[src/rtl/id_ex_stage_reg_pkg.sv]
// Shared types and constants for the ID/EX pipeline register of the RV32I core.
package id_ex_stage_reg_pkg;

   localparam int XLEN      = 32;
   localparam int ALUOP_W   = 4;
   localparam int REG_W     = 5;
   localparam int CNT_W_DEF = 16;

   // ALU operation encodings carried in alu_op
   localparam logic [ALUOP_W-1:0] ALU_ADD  = 4'd0;
   localparam logic [ALUOP_W-1:0] ALU_SUB  = 4'd1;
   localparam logic [ALUOP_W-1:0] ALU_SLL  = 4'd2;
   localparam logic [ALUOP_W-1:0] ALU_SLT  = 4'd3;
   localparam logic [ALUOP_W-1:0] ALU_SLTU = 4'd4;
   localparam logic [ALUOP_W-1:0] ALU_XOR  = 4'd5;
   localparam logic [ALUOP_W-1:0] ALU_SRL  = 4'd6;
   localparam logic [ALUOP_W-1:0] ALU_SRA  = 4'd7;
   localparam logic [ALUOP_W-1:0] ALU_OR   = 4'd8;
   localparam logic [ALUOP_W-1:0] ALU_AND  = 4'd9;
   localparam logic [ALUOP_W-1:0] ALU_LUI  = 4'd10;

   // Everything the EX stage sees about one instruction slot
   typedef struct packed {
      logic               valid;
      logic [XLEN-1:0]    pc;
      logic [REG_W-1:0]   rs1;
      logic [REG_W-1:0]   rs2;
      logic [REG_W-1:0]   rd;
      logic [XLEN-1:0]    rs1_data;
      logic [XLEN-1:0]    rs2_data;
      logic [XLEN-1:0]    imm;
      logic [ALUOP_W-1:0] alu_op;
      logic               alu_src;
      logic               mem_read;
      logic               mem_write;
      logic               reg_write;
      logic               mem_to_reg;
      logic               branch;
      logic               jump;
   } ex_word_t;

   // A bubble is the all-zero word: no side effects, and rd/rs = x0 so
   // the forwarding unit can never match against it.
   localparam ex_word_t EX_BUBBLE = '0;

   // True when a producer writing rd would feed a consumer reading rs.
   // x0 is hard-wired to zero, so it never creates a dependency.
   function automatic logic reg_dep(input logic [REG_W-1:0] rd,
                                    input logic [REG_W-1:0] rs);
      return (rd != '0) && (rd == rs);
   endfunction

endpackage

[src/rtl/id_ex_stage_reg_if.sv]
// ID-side inputs, EX-side outputs and hazard status of the ID/EX register.
interface id_ex_stage_reg_if #(parameter int CNT_W = 16);
   import id_ex_stage_reg_pkg::*;

   // pipeline control
   logic               hold;
   logic               flush;

   // instruction arriving from ID
   logic               id_valid;
   logic [XLEN-1:0]    id_pc;
   logic [REG_W-1:0]   id_rs1;
   logic [REG_W-1:0]   id_rs2;
   logic [REG_W-1:0]   id_rd;
   logic               id_uses_rs2;
   logic [XLEN-1:0]    id_rs1_data;
   logic [XLEN-1:0]    id_rs2_data;
   logic [XLEN-1:0]    id_imm;
   logic [ALUOP_W-1:0] id_alu_op;
   logic               id_alu_src;
   logic               id_mem_read;
   logic               id_mem_write;
   logic               id_reg_write;
   logic               id_mem_to_reg;
   logic               id_branch;
   logic               id_jump;

   // instruction presented to EX
   logic               ex_valid;
   logic [XLEN-1:0]    ex_pc;
   logic [REG_W-1:0]   ex_rs1;
   logic [REG_W-1:0]   ex_rs2;
   logic [REG_W-1:0]   ex_rd;
   logic [XLEN-1:0]    ex_rs1_data;
   logic [XLEN-1:0]    ex_rs2_data;
   logic [XLEN-1:0]    ex_imm;
   logic [ALUOP_W-1:0] ex_alu_op;
   logic               ex_alu_src;
   logic               ex_mem_read;
   logic               ex_mem_write;
   logic               ex_reg_write;
   logic               ex_mem_to_reg;
   logic               ex_branch;
   logic               ex_jump;

   // hazard status
   logic               load_use_stall;
   logic [CNT_W-1:0]   stall_count;

   // driver side: the ID stage / pipeline controller
   modport master (
      output hold, flush,
      output id_valid, id_pc, id_rs1, id_rs2, id_rd, id_uses_rs2,
      output id_rs1_data, id_rs2_data, id_imm, id_alu_op, id_alu_src,
      output id_mem_read, id_mem_write, id_reg_write, id_mem_to_reg,
      output id_branch, id_jump,
      input  ex_valid, ex_pc, ex_rs1, ex_rs2, ex_rd,
      input  ex_rs1_data, ex_rs2_data, ex_imm, ex_alu_op, ex_alu_src,
      input  ex_mem_read, ex_mem_write, ex_reg_write, ex_mem_to_reg,
      input  ex_branch, ex_jump,
      input  load_use_stall, stall_count
   );

   // the pipeline register itself
   modport slave (
      input  hold, flush,
      input  id_valid, id_pc, id_rs1, id_rs2, id_rd, id_uses_rs2,
      input  id_rs1_data, id_rs2_data, id_imm, id_alu_op, id_alu_src,
      input  id_mem_read, id_mem_write, id_reg_write, id_mem_to_reg,
      input  id_branch, id_jump,
      output ex_valid, ex_pc, ex_rs1, ex_rs2, ex_rd,
      output ex_rs1_data, ex_rs2_data, ex_imm, ex_alu_op, ex_alu_src,
      output ex_mem_read, ex_mem_write, ex_reg_write, ex_mem_to_reg,
      output ex_branch, ex_jump,
      output load_use_stall, stall_count
   );

endinterface

[src/rtl/id_ex_stage_reg_load_use_detect.sv]
// Load-use hazard detector: a load in EX whose rd feeds the instruction in ID.
module id_ex_stage_reg_load_use_detect
   import id_ex_stage_reg_pkg::*;
(
   input  logic             ex_valid,
   input  logic             ex_mem_read,
   input  logic [REG_W-1:0] ex_rd,
   input  logic             id_valid,
   input  logic [REG_W-1:0] id_rs1,
   input  logic [REG_W-1:0] id_rs2,
   input  logic             id_uses_rs2,
   input  logic             flush,
   output logic             load_use_stall
);

   logic load_in_ex;
   logic rs1_dep;
   logic rs2_dep;

   // A flushed ID instruction is dead, so it must not freeze the front end.
   always_comb begin
      load_in_ex     = ex_valid & ex_mem_read;
      rs1_dep        = reg_dep(ex_rd, id_rs1);
      rs2_dep        = id_uses_rs2 & reg_dep(ex_rd, id_rs2);
      load_use_stall = load_in_ex & id_valid & (rs1_dep | rs2_dep) & ~flush;
   end

endmodule

[src/rtl/id_ex_stage_reg.sv]
// ID/EX pipeline register with load-use bubble insertion and stall counter.
module id_ex_stage_reg
   import id_ex_stage_reg_pkg::*;
#(
   parameter int CNT_W = CNT_W_DEF
) (
   input  logic              clk,
   input  logic              rst,
   id_ex_stage_reg_if.slave  bus
);

   ex_word_t         ex_q;
   ex_word_t         id_word;
   logic [CNT_W-1:0] cnt_q;
   logic             stall;

   // Pack the ID slot into the word that would be loaded on a normal cycle
   always_comb begin
      id_word            = EX_BUBBLE;
      id_word.valid      = 1'b1;
      id_word.pc         = bus.id_pc;
      id_word.rs1        = bus.id_rs1;
      id_word.rs2        = bus.id_rs2;
      id_word.rd         = bus.id_rd;
      id_word.rs1_data   = bus.id_rs1_data;
      id_word.rs2_data   = bus.id_rs2_data;
      id_word.imm        = bus.id_imm;
      id_word.alu_op     = bus.id_alu_op;
      id_word.alu_src    = bus.id_alu_src;
      id_word.mem_read   = bus.id_mem_read;
      id_word.mem_write  = bus.id_mem_write;
      id_word.reg_write  = bus.id_reg_write;
      id_word.mem_to_reg = bus.id_mem_to_reg;
      id_word.branch     = bus.id_branch;
      id_word.jump       = bus.id_jump;
   end

   id_ex_stage_reg_load_use_detect u_detect (
      .ex_valid       (ex_q.valid),
      .ex_mem_read    (ex_q.mem_read),
      .ex_rd          (ex_q.rd),
      .id_valid       (bus.id_valid),
      .id_rs1         (bus.id_rs1),
      .id_rs2         (bus.id_rs2),
      .id_uses_rs2    (bus.id_uses_rs2),
      .flush          (bus.flush),
      .load_use_stall (stall)
   );

   // Priority: reset, flush (beats hold so a killed op never survives a
   // freeze), hold, load-use bubble, empty ID slot, normal load.
   always_ff @(posedge clk) begin
      if (rst) begin
         ex_q  <= EX_BUBBLE;
         cnt_q <= '0;
      end else if (bus.flush) begin
         ex_q  <= EX_BUBBLE;
      end else if (!bus.hold) begin
         if (stall) begin
            ex_q <= EX_BUBBLE;
            if (cnt_q != {CNT_W{1'b1}})
               cnt_q <= cnt_q + CNT_W'(1);
         end else if (!bus.id_valid) begin
            ex_q <= EX_BUBBLE;
         end else begin
            ex_q <= id_word;
         end
      end
   end

   // Registered EX view and hazard status
   assign bus.ex_valid       = ex_q.valid;
   assign bus.ex_pc          = ex_q.pc;
   assign bus.ex_rs1         = ex_q.rs1;
   assign bus.ex_rs2         = ex_q.rs2;
   assign bus.ex_rd          = ex_q.rd;
   assign bus.ex_rs1_data    = ex_q.rs1_data;
   assign bus.ex_rs2_data    = ex_q.rs2_data;
   assign bus.ex_imm         = ex_q.imm;
   assign bus.ex_alu_op      = ex_q.alu_op;
   assign bus.ex_alu_src     = ex_q.alu_src;
   assign bus.ex_mem_read    = ex_q.mem_read;
   assign bus.ex_mem_write   = ex_q.mem_write;
   assign bus.ex_reg_write   = ex_q.reg_write;
   assign bus.ex_mem_to_reg  = ex_q.mem_to_reg;
   assign bus.ex_branch      = ex_q.branch;
   assign bus.ex_jump        = ex_q.jump;
   assign bus.load_use_stall = stall;
   assign bus.stall_count    = cnt_q;

endmodule

[src/flat_wrapper.sv]
// flat-port wrapper written by rule: the top's interface ports become plain ports
module id_ex_stage_reg_flat import id_ex_stage_reg_pkg::*;
#(
   parameter int CNT_W = CNT_W_DEF
)
  (clk, rst, bus_hold, bus_flush, bus_id_valid, bus_id_pc, bus_id_rs1, bus_id_rs2, bus_id_rd, bus_id_uses_rs2, bus_id_rs1_data, bus_id_rs2_data, bus_id_imm, bus_id_alu_op, bus_id_alu_src, bus_id_mem_read, bus_id_mem_write, bus_id_reg_write, bus_id_mem_to_reg, bus_id_branch, bus_id_jump, bus_ex_valid, bus_ex_pc, bus_ex_rs1, bus_ex_rs2, bus_ex_rd, bus_ex_rs1_data, bus_ex_rs2_data, bus_ex_imm, bus_ex_alu_op, bus_ex_alu_src, bus_ex_mem_read, bus_ex_mem_write, bus_ex_reg_write, bus_ex_mem_to_reg, bus_ex_branch, bus_ex_jump, bus_load_use_stall, bus_stall_count);
  id_ex_stage_reg_if #(.CNT_W(CNT_W)) bus_i ();
  input  logic clk;
  input  logic rst;
  input wire logic [$bits(bus_i.hold)-1:0] bus_hold;
  input wire logic [$bits(bus_i.flush)-1:0] bus_flush;
  input wire logic [$bits(bus_i.id_valid)-1:0] bus_id_valid;
  input wire logic [$bits(bus_i.id_pc)-1:0] bus_id_pc;
  input wire logic [$bits(bus_i.id_rs1)-1:0] bus_id_rs1;
  input wire logic [$bits(bus_i.id_rs2)-1:0] bus_id_rs2;
  input wire logic [$bits(bus_i.id_rd)-1:0] bus_id_rd;
  input wire logic [$bits(bus_i.id_uses_rs2)-1:0] bus_id_uses_rs2;
  input wire logic [$bits(bus_i.id_rs1_data)-1:0] bus_id_rs1_data;
  input wire logic [$bits(bus_i.id_rs2_data)-1:0] bus_id_rs2_data;
  input wire logic [$bits(bus_i.id_imm)-1:0] bus_id_imm;
  input wire logic [$bits(bus_i.id_alu_op)-1:0] bus_id_alu_op;
  input wire logic [$bits(bus_i.id_alu_src)-1:0] bus_id_alu_src;
  input wire logic [$bits(bus_i.id_mem_read)-1:0] bus_id_mem_read;
  input wire logic [$bits(bus_i.id_mem_write)-1:0] bus_id_mem_write;
  input wire logic [$bits(bus_i.id_reg_write)-1:0] bus_id_reg_write;
  input wire logic [$bits(bus_i.id_mem_to_reg)-1:0] bus_id_mem_to_reg;
  input wire logic [$bits(bus_i.id_branch)-1:0] bus_id_branch;
  input wire logic [$bits(bus_i.id_jump)-1:0] bus_id_jump;
  output wire logic [$bits(bus_i.ex_valid)-1:0] bus_ex_valid;
  output wire logic [$bits(bus_i.ex_pc)-1:0] bus_ex_pc;
  output wire logic [$bits(bus_i.ex_rs1)-1:0] bus_ex_rs1;
  output wire logic [$bits(bus_i.ex_rs2)-1:0] bus_ex_rs2;
  output wire logic [$bits(bus_i.ex_rd)-1:0] bus_ex_rd;
  output wire logic [$bits(bus_i.ex_rs1_data)-1:0] bus_ex_rs1_data;
  output wire logic [$bits(bus_i.ex_rs2_data)-1:0] bus_ex_rs2_data;
  output wire logic [$bits(bus_i.ex_imm)-1:0] bus_ex_imm;
  output wire logic [$bits(bus_i.ex_alu_op)-1:0] bus_ex_alu_op;
  output wire logic [$bits(bus_i.ex_alu_src)-1:0] bus_ex_alu_src;
  output wire logic [$bits(bus_i.ex_mem_read)-1:0] bus_ex_mem_read;
  output wire logic [$bits(bus_i.ex_mem_write)-1:0] bus_ex_mem_write;
  output wire logic [$bits(bus_i.ex_reg_write)-1:0] bus_ex_reg_write;
  output wire logic [$bits(bus_i.ex_mem_to_reg)-1:0] bus_ex_mem_to_reg;
  output wire logic [$bits(bus_i.ex_branch)-1:0] bus_ex_branch;
  output wire logic [$bits(bus_i.ex_jump)-1:0] bus_ex_jump;
  output wire logic [$bits(bus_i.load_use_stall)-1:0] bus_load_use_stall;
  output wire logic [$bits(bus_i.stall_count)-1:0] bus_stall_count;
  assign bus_i.hold = bus_hold;
  assign bus_i.flush = bus_flush;
  assign bus_i.id_valid = bus_id_valid;
  assign bus_i.id_pc = bus_id_pc;
  assign bus_i.id_rs1 = bus_id_rs1;
  assign bus_i.id_rs2 = bus_id_rs2;
  assign bus_i.id_rd = bus_id_rd;
  assign bus_i.id_uses_rs2 = bus_id_uses_rs2;
  assign bus_i.id_rs1_data = bus_id_rs1_data;
  assign bus_i.id_rs2_data = bus_id_rs2_data;
  assign bus_i.id_imm = bus_id_imm;
  assign bus_i.id_alu_op = bus_id_alu_op;
  assign bus_i.id_alu_src = bus_id_alu_src;
  assign bus_i.id_mem_read = bus_id_mem_read;
  assign bus_i.id_mem_write = bus_id_mem_write;
  assign bus_i.id_reg_write = bus_id_reg_write;
  assign bus_i.id_mem_to_reg = bus_id_mem_to_reg;
  assign bus_i.id_branch = bus_id_branch;
  assign bus_i.id_jump = bus_id_jump;
  assign bus_ex_valid = bus_i.ex_valid;
  assign bus_ex_pc = bus_i.ex_pc;
  assign bus_ex_rs1 = bus_i.ex_rs1;
  assign bus_ex_rs2 = bus_i.ex_rs2;
  assign bus_ex_rd = bus_i.ex_rd;
  assign bus_ex_rs1_data = bus_i.ex_rs1_data;
  assign bus_ex_rs2_data = bus_i.ex_rs2_data;
  assign bus_ex_imm = bus_i.ex_imm;
  assign bus_ex_alu_op = bus_i.ex_alu_op;
  assign bus_ex_alu_src = bus_i.ex_alu_src;
  assign bus_ex_mem_read = bus_i.ex_mem_read;
  assign bus_ex_mem_write = bus_i.ex_mem_write;
  assign bus_ex_reg_write = bus_i.ex_reg_write;
  assign bus_ex_mem_to_reg = bus_i.ex_mem_to_reg;
  assign bus_ex_branch = bus_i.ex_branch;
  assign bus_ex_jump = bus_i.ex_jump;
  assign bus_load_use_stall = bus_i.load_use_stall;
  assign bus_stall_count = bus_i.stall_count;
  id_ex_stage_reg #(.CNT_W(CNT_W)) u_core (.clk(clk), .rst(rst), .bus(bus_i));
endmodule
[config.mk]
export PLATFORM = sky130hd
export DESIGN_NAME = id_ex_stage_reg_flat
export DESIGN_NICKNAME = d
export VERILOG_FILES = /design/src/rtl/id_ex_stage_reg_pkg.sv /design/src/rtl/id_ex_stage_reg_if.sv /design/src/rtl/id_ex_stage_reg_load_use_detect.sv /design/src/rtl/id_ex_stage_reg.sv /design/src/flat_wrapper.sv
export SDC_FILE = /design/constraint.sdc
export NUM_CORES = 1
export LEC_CHECK = 0
export ABC_AREA = 1
export CAP_MARGIN = 20
export CORE_MARGIN = 2
export CORE_UTILIZATION = 36
export DETAILED_ROUTE_END_ITERATION = 7
export PLACE_DENSITY = 0.84
export SYNTH_ARGS = -nofsm -noshare
export SYNTH_HDL_FRONTEND = slang
export SYNTH_SLANG_ARGS = --single-unit
[constraint.sdc]
create_clock -name clk -period 1.37 [get_ports clk]
set_input_delay 0.137 -clock clk [delete_from_list [all_inputs] [get_ports clk]]
set_output_delay 0.137 -clock clk [all_outputs]
set_load 0.05 [all_outputs]
* After elaboration in Yosys (flattened, before gate mapping)
Index checks and enable logic that the tools add are counted.
Word-level totals: register bits after elaboration 171, logic and storage cells 36
Cells by class: add/subtract/negate cells 1, equality and inequality tests 3, muxes and demuxes 2, bitwise logic cells 8, reductions and logical operators 5
Operator list (count):
- two-way mux 155 bit | 2
- adder 16 x 1 -> 16 bit, second input constant | 1
- inequality test 16 bit, second input constant | 1
- == test 5 bit | 2
- bitwise AND 1 bit | 5
- nonzero test 5 bit | 1
- AND reduction 4 bit | 1
- logical AND 1 bit | 2
- NOT 1 bit | 2
- OR reduction 2 bit | 1
- OR 1 bit | 1

* Logic depth before layout (Yosys ltp)
Gate-level depths: netlist of run 1.
word-level depth 7, gate-level depth with buffers 12

* By module
Synthesis of run 1 repeated with hierarchy kept, for this count alone.
Unflattened totals: cell total of the unflattened synthesis 921, area total of the unflattened synthesis 7015.5 um^2
By module, submodules not included:
- id_ex_stage_reg | times used 1, cells an instance 866, area each 6784.0 um^2, sequential area each 3423.3 um^2
- id_ex_stage_reg_load_use_detect | times used 1, cells an instance 55, area each 231.5 um^2, sequential area each 0.0 um^2

* Worst setup path before layout of run 1
No wires, ideal clock.
kind flip-flop to flip-flop, start register u_core.cnt_q[0], in the netlist u_core.bus.stall_count[0], end register u_core.cnt_q[3], in the netlist u_core.bus.stall_count[3], data arrival time 1827 ps, slack -574 ps, cell stages (with the launch flop) 10, clock period less this slack 1944 ps, path through dfxtp_1 > ha_1 > nand2_1 > nor2_1 > nand4_1 > nand2_1 > nor2_4 > buf_4 > a21oi_1 > nor2_1
Between the ends: cells in the longest elaborated chain, start to end 2, elaborated cells between the ends (all ways) 3, classes of those cells 1 x add/sub; 1 x eq/ne; 1 x reduce/logical
Ends and longest elaborated chain:
- start: declaration | line id_ex_stage_reg.sv:14 | logic [CNT_W-1:0] cnt_q;
- start signal: assignment | line id_ex_stage_reg.sv:62 | cnt_q <= cnt_q + CNT_W'(1);
- parallel branches: the longest is 2 deep, another holds adder 16 x 1 -> 16 bit
Parallel ways; which one is timed is not known. A chain may end at the register's enable or synchronous reset.

* Worst setup path after layout of run 1
start register u_core.ex_q, in the netlist u_core.bus.ex_valid, end output bus_load_use_stall
Between the ends: cells in the longest elaborated chain, start to end 4
Ends and longest elaborated chain:
- start: declaration | line id_ex_stage_reg.sv:12 | ex_word_t ex_q;
- start signal: assignment | line id_ex_stage_reg.sv:66 | ex_q <= id_word;
- bitwise AND 1 bit | line id_ex_stage_reg_load_use_detect.sv:22 | load_in_ex = ex_valid & ex_mem_read;
- bitwise AND 1 bit (3 in a row) | line id_ex_stage_reg_load_use_detect.sv:25 | load_use_stall = load_in_ex & id_valid & (rs1_dep | rs2_dep) & ~flush;
- end: declaration | line flat_wrapper.sv:45 | output wire logic [$bits(bus_i.load_use_stall)-1:0] bus_load_use_stall;
No other way between the ends.

==> metrics.csv, run 1 <==
stage;metric;value;unit
outcome;status;finished with violations;
outcome;violations;setup timing;
final_layout;drive_above_1_share;28.4;%
power_and_ir_drop;vdd_drop_max;0.790;mV
floorplanning;fp.dieW;140;um
sta;finalMaxSlewViolations;0;
synthesis;synth_most_common_cell;nand2_1;
power_and_ir_drop;finalPower;11.6;mW
final_layout;stdcell_count;1498;
final_layout;ff_latch_area;3490;sq um
placed_design;placed_cells;1456;
route;ant_nets;0;
floorplanning;dieArea;19700;sq um
synthesis;ys_ff_latch;171;
synthesis;synth.top_cells.by_area;dfxtp_1 51%, nand3_1 13%, a21oi_1 12%;
critical_path;worstSetupPathType;reg2out;
floorplanning;num_io_pins;332;
route;drtIter0Drc;317;
placed_design;place_hpwl;17600;um
critical_path;cp-end-kind;primary output;
clock_tree;cts_tree;built;
final_layout;nFillCells;1324;
route;vias_per_cell;5.11;
clock_tree;clk_pin_slew;0.07;ns
power_and_ir_drop;power_density;939;nW/um^2
synthesis;synthCells;881;
sta;relSlewSlack;63.5;%
synthesis;synthTopCellsByCount;215 x nand2_1, 171 x dfxtp_1, 170 x nand3_1;
floorplanning;initial_core_util;37.0;%
sta;hold_viol_final;0;
critical_path;arrival;1.68;ns
synthesis;synth_seq_area_share;51.2;%
placed_design;place_area;11600;sq um
critical_path;required;1.23;ns
floorplanning;row_count;49;
route;via_count;7657;
global_route;overflow;0;
synthesis;syn_avg_cell_area;7.59;sq um
sta;rsz0062_at_grt;true;
clock_tree;numCtsBuffers;17;
synthesis;yosys_warnings;0;
clock_tree;root_buffer;clkbuf_16;
global_route;antenna_found_initial;0;
sta;fmax;552;MHz
synthesis;synth.largest_area_cell;dfxtp_1;
final_layout;stdcell_area;12400;sq um
sta;fin_crit;1.81;ns
synthesis;synth_nets;1042;
final_layout;utilization;68.5;%
synthesis;ys.flop_type;dfxtp_1;
sta;fin_skew;0.0136;ns
synthesis;syn_area;6690;sq um
floorplanning;die-height;140;um
final_layout;n_antenna_cell;0;
clock_tree;htree_levels;4;
clock_tree;clkSinkCount;171;
clock_tree;clockBufferDepth;2;
final_layout;layout.nets;1417;
global_route;grt_max_degree;102;
synthesis;synth_async_sr_flop_share;0;%
global_route;first_global_vias;7671;
flow_run;drv_cap;0;
critical_path;crit_fanout;2;
synthesis;yosysTopAreaCellShare;51.2;%
placed_design;gp_congestion;0.848;
sta;worst_slew_pin_slew;0.547;ns
placed_design;io_buffers;331;
global_route;gr-usage-all-layers;24.3;%
sta;worst_slack;-0.442;ns
route;firstDrtPassIters;5;
route;wirelength;24700;um
critical_path;start_kind;flip-flop;
floorplanning;core_area;18100;sq um
synthesis;synth_edf_count;0;
sta;setup_viol_count_final;172;
synthesis;yosysUniqueCellTypes;23;
route;wl_per_cell;16.5;um
clock_tree;clkLatencyLatePin;0.42;ns
power_and_ir_drop;power_leakage;4.91;nW
min_path;min-delay-path-class;in2reg;
final_layout;syn2layout_area_growth;85.1;%
final_layout;multi_input_area;2910;sq um
route;drcViolationCount;0;
global_route;grt_pass1_wl;38400;um
sta;finalCritPeriodShare;132;%
[worst paths after layout]
path	from	endpoint	slack, ns	cells after the start
worst max-delay path	u_core.bus.ex_valid$_SDFFE_PP0N_	bus_load_use_stall	-0.44	8
worst min-delay path	bus_hold	u_core.bus.ex_imm[1]$_SDFFE_PP0N_	0.05	3
worst max register to register	u_core.bus.ex_valid$_SDFFE_PP0N_	u_core.bus.stall_count[12]$_SDFFE_PP0P_	-0.40	11
worst min register to register	u_core.bus.ex_imm[7]$_SDFFE_PP0N_	u_core.bus.ex_imm[7]$_SDFFE_PP0N_	0.45	2
[cells in the final DEF (no fill, tap or decap), types with 2 or more instances in the layout]
cell and count:
bufbuf_16 2, nand3_1 154, nand2_2 4, inv_1 27, clkbuf_16 19, dfxtp_4 17
clkdlybuf4s50_1 158, buf_6 4, inv_2 3, nor2_1 36, dfxtp_1 148, nand2_1 210
nand2_4 3, a21oi_1 165, nand4_1 5, inv_8 4, inv_6 3, o21ai_1 2
buf_4 158, clkinvlp_4 3, nor2_4 3, inv_4 2, dfxtp_2 6, buf_12 103
nand3_2 16
[stage by stage]
stage	worst slack [ns]	TNS (ns)	hold WS [ns]
global placement	-0.567	-83.29	0.440
finish	-0.442	-40.66	0.0497
CTS	-0.404	-42.64	0.0322
detailed placement	-0.635	-86.03	0.446
global route	-0.529	-56.97	0.0378
floorplan	-0.103	-15.30	0.199
[per-layer routing]
metal  GRT usage (%)  up-vias  share of wire [%]
met5               0        -                  0
met4            11.1        0                3.6
met3            7.62       65                8.8
met2            42.7      352                 51
met1            27.0     3556                 37
li1                -     3684                  -
[timing repair]
| action | CTS | global route |
|---|---|---|
| pin swaps | 5 | 9 |
| setup buffers | 3 | 3 |
| gates resized for setup | 8 | 10 |
| endpoints found under the setup margin | 172 | 172 |
| gates cloned | 3 | 1 |
| hold buffers | 0 | 0 |
[kinds of logic (layout without fill, tap and decap cells)]
| kind of cell | after synthesis | after routing | share of synthesized area [%] |
|---|---|---|---|
| flops | 171 | 171 | 51.2 |
| xor+xnor | 1 | 1 | 0.131 |
| buf+inv | 103 | 491 | 7.65 |
| compound gates | 168 | 168 | 12.6 |
| simple gates | 437 | 437 | 28.3 |
| fa+ha+maj | 1 | 1 | 0.187 |
[cell type report]
cell class / instances / share of cell area (%)
Timing Repair Buffer: 427 / 40.2
Sequential cell: 171 / 28.2
Multi-Input combinational cell: 607 / 23.5
Clock buffer: 19 / 3.75
Tap cell: 229 / 2.31
Inverter: 32 / 1.02
Clock inverter: 13 / 0.990
[report_power, final]
group	internal [mW]	switching, mW
registers	5.03	0.0720
logic	0.855	0.834
clock network	2.57	2.27
total	8.45	3.18
[worst max-delay path, cell delays in order, from the launching register on]
cell,delay [ns]
dfxtp_4,0.36
nand2_4,0.05
nor3_4,0.21
o21ai_1,0.09
inv_1,0.13
nand2_4,0.09
buf_12,0.13
clkinvlp_4,0.07
buf_12,0.13
(Power assumes the default switching activity.)
==> run 2, diff against run 1 <==
--- a/config.mk
+++ b/config.mk
@@ -11,6 +11,7 @@
 export CORE_UTILIZATION = 36
 export DETAILED_ROUTE_END_ITERATION = 7
 export PLACE_DENSITY = 0.84
+export SLEW_MARGIN = 0
 export SYNTH_ARGS = -nofsm -noshare
 export SYNTH_HDL_FRONTEND = slang
 export SYNTH_SLANG_ARGS = --single-unit
==> results of run 2 <==
Final layout, timing and power as in run 1 (identical DEF).
